## src/rtl/spi_master_ng.sv

```systemverilog
// spi_master_ng: mode-based SPI master (CPOL/CPHA, half-period divider, 1..DW-bit words, decoded chip selects).
// Build option SPI_MASTER_NG_LOOPBACK_EN adds a loopback input that feeds mosi back into the sampler.
module spi_master_ng #(
    parameter int DW  = 32,
    parameter int NCS = 4,
    parameter int CW  = 16,
    parameter int SW  = 2
) (
    input  logic           clk,
    input  logic           rst,
    input  logic           req,
    input  logic [7:0]     nb,
    input  logic           cpol,
    input  logic           cpha,
    input  logic           lsb_first,
    input  logic [CW-1:0]  half_div,
    input  logic [SW-1:0]  cs_sel,
    input  logic [DW-1:0]  wr_data,
    output logic [DW-1:0]  rd_data,
    output logic           ack,
    output logic           busy,
    output logic           sclk,
    output logic           mosi,
    input  logic           miso,
    output logic [NCS-1:0] cs_n,
`ifdef SPI_MASTER_NG_LOOPBACK_EN
    input  logic           loopback,
`endif
    output logic [2:0]     state_dbg
);
    // Command handshake: req is a level held until ack; ack stays high until req is seen low,
    // and a new transfer only starts from IDLE, so a held req never retriggers.
    typedef enum logic [2:0] {S_IDLE, S_SETUP, S_SHIFT, S_HOLD, S_ACK} state_t;

    localparam logic [7:0] DW8 = 8'(DW);

    state_t         state_q, state_d;
    logic [7:0]     nb_q, nb_d;
    logic           cpol_q, cpol_d;
    logic           cpha_q, cpha_d;
    logic           lsb_q, lsb_d;
    logic [CW-1:0]  hm1_q, hm1_d;
    logic [CW-1:0]  div_q, div_d;
    logic [DW-1:0]  wr_q, wr_d;
    logic [DW-1:0]  rd_q, rd_d;
    logic [9:0]     edge_q, edge_d;
    logic [7:0]     tx_cnt_q, tx_cnt_d;
    logic [7:0]     rx_cnt_q, rx_cnt_d;
    logic           sclk_q, sclk_d;
    logic           mosi_q, mosi_d;
    logic           ack_q, ack_d;
    logic           busy_q, busy_d;
    logic [NCS-1:0] cs_n_q, cs_n_d;

    logic [7:0]     nb_in;
    logic [9:0]     two_nb;
    logic [9:0]     edge_nxt;
    logic           sample_in;

    function automatic logic [7:0] bit_pos(input logic [7:0] n, input logic lsb, input logic [7:0] idx);
        return lsb ? idx : 8'(n - 8'd1 - idx);
    endfunction

    function automatic logic pick_bit(input logic [DW-1:0] d, input logic [7:0] pos);
        logic [DW-1:0] sh;
        sh = d >> pos;
        return sh[0];
    endfunction

    // Out-of-range selects assert no line; the transfer still runs on sclk/mosi.
    function automatic logic [NCS-1:0] cs_decode(input logic [SW-1:0] sel);
        logic [NCS-1:0] m;
        m = '1;
        for (int i = 0; i < NCS; i++) begin
            if (sel == SW'(i)) m[i] = 1'b0;
        end
        return m;
    endfunction

    assign nb_in  = (nb == 8'd0 || nb > DW8) ? DW8 : nb;
    assign two_nb = {1'b0, nb_q, 1'b0};

`ifdef SPI_MASTER_NG_LOOPBACK_EN
    assign sample_in = loopback ? mosi_q : miso;
`else
    assign sample_in = miso;
`endif

    always_comb begin
        state_d  = state_q;
        nb_d     = nb_q;
        cpol_d   = cpol_q;
        cpha_d   = cpha_q;
        lsb_d    = lsb_q;
        hm1_d    = hm1_q;
        div_d    = div_q;
        wr_d     = wr_q;
        rd_d     = rd_q;
        edge_d   = edge_q;
        tx_cnt_d = tx_cnt_q;
        rx_cnt_d = rx_cnt_q;
        sclk_d   = sclk_q;
        mosi_d   = mosi_q;
        ack_d    = ack_q;
        busy_d   = busy_q;
        cs_n_d   = cs_n_q;
        edge_nxt = edge_q + 10'd1;
        unique case (state_q)
            S_IDLE: begin
                sclk_d = cpol;
                mosi_d = 1'b0;
                if (req) begin
                    state_d  = S_SETUP;
                    nb_d     = nb_in;
                    cpol_d   = cpol;
                    cpha_d   = cpha;
                    lsb_d    = lsb_first;
                    hm1_d    = (half_div == '0) ? '0 : half_div - CW'(1);
                    wr_d     = wr_data;
                    div_d    = '0;
                    edge_d   = '0;
                    tx_cnt_d = '0;
                    rx_cnt_d = '0;
                    busy_d   = 1'b1;
                    cs_n_d   = cs_decode(cs_sel);
                    if (!cpha) begin
                        mosi_d   = pick_bit(wr_data, bit_pos(nb_in, lsb_first, 8'd0));
                        tx_cnt_d = 8'd1;
                    end
                end
            end
            S_SETUP, S_SHIFT, S_HOLD: begin
                if (div_q != hm1_q) begin
                    div_d = div_q + CW'(1);
                end else begin
                    div_d  = '0;
                    edge_d = edge_nxt;
                    if (edge_nxt <= two_nb) begin
                        sclk_d  = ~sclk_q;
                        state_d = (edge_nxt == two_nb) ? S_HOLD : S_SHIFT;
                        // Odd edges sample when cpha=0, even edges sample when cpha=1.
                        if (edge_nxt[0] != cpha_q) begin
                            rd_d = ((rx_cnt_q == 8'd0) ? '0 : rd_q)
                                 | (DW'(sample_in) << bit_pos(nb_q, lsb_q, rx_cnt_q));
                            rx_cnt_d = rx_cnt_q + 8'd1;
                        end else if (edge_nxt < two_nb) begin
                            mosi_d   = pick_bit(wr_q, bit_pos(nb_q, lsb_q, tx_cnt_q));
                            tx_cnt_d = tx_cnt_q + 8'd1;
                        end
                    end else begin
                        state_d = S_ACK;
                        ack_d   = 1'b1;
                        cs_n_d  = '1;
                        mosi_d  = 1'b0;
                    end
                end
            end
            S_ACK: begin
                if (!req) begin
                    state_d = S_IDLE;
                    ack_d   = 1'b0;
                    busy_d  = 1'b0;
                end
            end
            default: state_d = S_IDLE;
        endcase
    end

    always_ff @(posedge clk or posedge rst) begin
        if (rst) begin
            state_q  <= S_IDLE;
            nb_q     <= '0;
            cpol_q   <= 1'b0;
            cpha_q   <= 1'b0;
            lsb_q    <= 1'b0;
            hm1_q    <= '0;
            div_q    <= '0;
            wr_q     <= '0;
            rd_q     <= '0;
            edge_q   <= '0;
            tx_cnt_q <= '0;
            rx_cnt_q <= '0;
            sclk_q   <= 1'b0;
            mosi_q   <= 1'b0;
            ack_q    <= 1'b0;
            busy_q   <= 1'b0;
            cs_n_q   <= '1;
        end else begin
            state_q  <= state_d;
            nb_q     <= nb_d;
            cpol_q   <= cpol_d;
            cpha_q   <= cpha_d;
            lsb_q    <= lsb_d;
            hm1_q    <= hm1_d;
            div_q    <= div_d;
            wr_q     <= wr_d;
            rd_q     <= rd_d;
            edge_q   <= edge_d;
            tx_cnt_q <= tx_cnt_d;
            rx_cnt_q <= rx_cnt_d;
            sclk_q   <= sclk_d;
            mosi_q   <= mosi_d;
            ack_q    <= ack_d;
            busy_q   <= busy_d;
            cs_n_q   <= cs_n_d;
        end
    end

    assign rd_data   = rd_q;
    assign ack       = ack_q;
    assign busy      = busy_q;
    assign sclk      = sclk_q;
    assign mosi      = mosi_q;
    assign cs_n      = cs_n_q;
    assign state_dbg = state_q;

endmodule

```

## config.mk

```make
export PLATFORM = sky130hd
export DESIGN_NAME = spi_master_ng
export DESIGN_NICKNAME = d
export VERILOG_FILES = /design/src/rtl/spi_master_ng.sv
export SDC_FILE = /design/constraint.sdc
export NUM_CORES = 1
export LEC_CHECK = 0
export BUFFER_PORTS_ARGS = -buffer_cell sky130_fd_sc_hd__buf_2
export CAP_MARGIN = 20
export CORE_ASPECT_RATIO = 1.75
export CORE_MARGIN = 4
export CORE_UTILIZATION = 30
export DETAILED_ROUTE_END_ITERATION = 7
export PLACE_DENSITY = 0.55
export SYNTH_ARGS = -nofsm -noshare
export SYNTH_HDL_FRONTEND = slang
export SYNTH_SLANG_ARGS = --single-unit
```

## constraint.sdc

```tcl
create_clock -name clk -period 4.8 [get_ports clk]
set_clock_uncertainty 0.2 [all_clocks]
set_input_delay 0.96 -clock clk [delete_from_list [all_inputs] [get_ports clk]]
set_output_delay 0.96 -clock clk [all_outputs]
set_load 0.02 [all_outputs]
```

==> impl_metrics.yaml <==
synthesis:
  avgSynthCellArea_um2: 8.97
  ys_seq_elements: 143
  synth_flop_cell: "dfrtp_1"
  ys_types: 76
  synth_fp_nets: 1068
  async_reset_ff_share_pct: 100
  yosysWarnings: 0
  synthCells: 971
  syn-cell-area_um2: 8710
  ys_seq_area_share_pct: 41.1
  synth_edf_count: 0
power:
  p_sw_mw: 3.14
  internal-power_mw: 3.87
  p_seq_share_pct: 25.9
  combPwrFrac_pct: 54.6
  p_leak_nw: 4.57
  p_per_area_nw_per_um2: 684
  clkPwrFrac_pct: 19.5
  switching_share_pct: 44.8
  ir_worst_vdd_v: 0.000402
sta:
  relSlewSlack_pct: 28.1
  hold_viol_final: 0
  worst_pin_slew_ps: 1060
  setup_slack_ps: 601
  holdWs_ps: 270
  fin_crit_sh_pct: 87.5
  tns_ps: 0
  setup_viol: 0
  drv_slew: 0
  layout_min_cycle_time_ps: 4200
  fmax_mhz: 238
  rsz0062_at_grt: "no"
critical_path:
  crit_slowest_cell: "or4_1"
  cp_num_buf_inv: 0
  critPathKind: "reg2reg"
  crit_family: "simple AND/OR/NAND/NOR gates"
  critPathLaunchType: "register"
  max_stage_delay_ps: 890
  worstPathRequired_ps: 4940
  crit_fanout: 32
  cp_cell_sequence: "ha_1 > nand4_1 > xnor2_1 > ha_1 > nand4_1 > o31a_1 > a221oi_1 > nand2b_1 > or4_1 > nand2_1 > o31ai_2"
  cp_data_arrival_time_ps: 4340
  cp-end-kind: "register"
global_routing:
  met1_usage_pct: 18.1
  busiest_layer: "met2"
  grt_max_degree: 81
  grt.total_usage_pct: 16.0
  gr-usage-met2_pct: 29.5
  grt_util_met3_pct: 2.26
  antenna_found_initial: 0
  grt-ovfl-total: 0
  grt_pass1_vias: 7604
  grt_pass1_wl_um: 40000
layout:
  syn_to_final_growth_pct: 17.8
  final_util_pct: 35.8
  drive_above_1_share_pct: 18.8
  n_antenna_cell: 0
  fin_area_um2: 10300
  nets: 1170
clocking:
  root_buffer: "clkbuf_16"
  cts_tree: "built"
  clockBufferDepth: 2
  insertion_delay_ps: 440
  numCtsBuffers: 17
  cts_sinks: 143
  holdBufCountCts: 0
  cts_setup_buffers: 0
  cts-resized-gates: 0
  clk_pin_slew_worst_paths_ps: 60
  cts_htree_levels: 4
detailed_routing:
  wl_per_cell_um: 16.9
  viasPerCell: 5.09
  ant_nets: 0
  vias: 7450
  dr.pass1.iters: 5
  first_iter_violations: 428
  routed_wl_um: 24700
  remaining_drc_errors: 0
placed_design:
  place_ws_ps: 687
  hpwl_um: 18900
  gp_congestion: 0.836
  postPlaceCellArea_um2: 9660
  numPortBuffers: 107
floorplan:
  die_area_um2: 31900
  dieWidth_um: 137
  core_um2: 28600
  start_util_pct: 30.4
  fp.dieH_um: 233
  ios: 108
  num_rows: 82
run_status:
  outcome: "finished clean"
job:
  max_cap_violations: 0
worst_hold_path:
  hold_path.class: "in2async"
## power groups by stage
stage	clock network [mW]	registers, mW	logic, mW
floorplan	0	1.82	2.85
global placement	0	1.83	3.81
detailed placement	0	1.84	3.85
CTS	1.41	1.82	3.87
global route	1.46	1.86	4.30
finish	1.37	1.81	3.83
## logic make-up (layout without fill, tap and decap cells)
kind of cell,count (synthesis),in the layout,synth area share (%)
DFF,143,143,41.1
and+or+nand+nor,421,421,23.0
buffers and inverters,82,197,4.15
muxes,32,32,5.23
AOI/OAI and AO/OA,194,194,14.9
adders and majority gates,32,32,4.77
xor gates and xnor gates,67,67,6.74
## registers in the layout (all words and copies together) (netlist names)
name,flops
busy,1
ack,1
hm1_q,16
nb_q,8
sclk,1
cpha_q,1
tx_cnt_q,8
edge_q,10
state_dbg,3
rx_cnt_q,8
div_q,16
lsb_q,1
rd_data,32
wr_q,32
cs_n,4
mosi,1
## path summary, 6_finish.rpt
| check | endpoint | from | slack, ps | depth (start not counted) |
|---|---|---|---|---|
| max in group asynchronous | hm1_q[1]$_DFFE_PP0P_ | rst | 3150 | 3 |
| min | tx_cnt_q[3]$_DFFE_PP0P_ | rst | 270 | 2 |
| min in group clk | rd_data[4]$_DFFE_PP0P_ | rd_data[4]$_DFFE_PP0P_ | 270 | 2 |
| min reg2reg | rd_data[4]$_DFFE_PP0P_ | rd_data[4]$_DFFE_PP0P_ | 270 | 2 |
| max | rd_data[5]$_DFFE_PP0P_ | edge_q[0]$_DFFE_PP0P_ | 600 | 11 |
| max reg2reg | rd_data[5]$_DFFE_PP0P_ | edge_q[0]$_DFFE_PP0P_ | 600 | 11 |
## cells in the mapped netlist, types with 15 or more instances
master / number / area (µm²)
nand4_1: 15 / 93.8
a21oi_1: 24 / 120
nand2_1: 204 / 766
inv_1: 42 / 158
nand3_1: 25 / 125
xnor2_1: 29 / 254
dfrtp_1: 139 / 3480
ha_1: 30 / 375
clkbuf_1: 24 / 90.1
o31ai_1: 38 / 285
nor2_1: 76 / 285
o21ai_0: 60 / 300
xor2_1: 38 / 333
nor3_1: 26 / 130
## per-layer routing
layer | vias up | share of wire, %
li1 | 3640 | -
met1 | 3593 | 40
met2 | 177 | 54
met3 | 40 | 3.5
met4 | 0 | 2.9
met5 | - | 0
## layout make-up
type                    count  area (µm²)
fillers                  2967       18400
multi-input cells         746        4780
flip-flops and latches    143        3580
repair buffers            122         661
clock buffers              22         474
well taps                 378         473
inverters                  43         165
clock inverters            10         126
## cells in the final DEF, fill, tap and decap left out, types with 8 or more instances in the layout
| master | n |
|---|---|
| a21oi_1 | 24 |
| buf_4 | 14 |
| o21ai_0 | 60 |
| nor3_1 | 26 |
| nand2_1 | 204 |
| mux4_2 | 10 |
| nor2_1 | 75 |
| nand3_1 | 24 |
| xnor2_1 | 29 |
| nor4_1 | 9 |
| dfrtp_1 | 139 |
| ha_1 | 30 |
| o21a_1 | 8 |
| nor2b_1 | 9 |
| o31ai_1 | 38 |
| mux2i_1 | 14 |
| nand4_1 | 15 |
| buf_2 | 107 |
| mux2_2 | 8 |
| xor2_1 | 38 |
| clkbuf_16 | 17 |
| a22o_1 | 9 |
| inv_1 | 41 |
## stage by stage
| stage | cells | power [mW] |
|---|---|---|
| 2_1_floorplan | 971 | 4.68 |
| 3_3_place_gp | 1432 | 5.64 |
| 3_5_place_dp | 1432 | 5.68 |
| 4_1_cts | 1464 | 7.10 |
| 5_1_grt | 1464 | 7.62 |
| 6_report | 1464 | 7.01 |
Power figures use the tool's default switching activity.
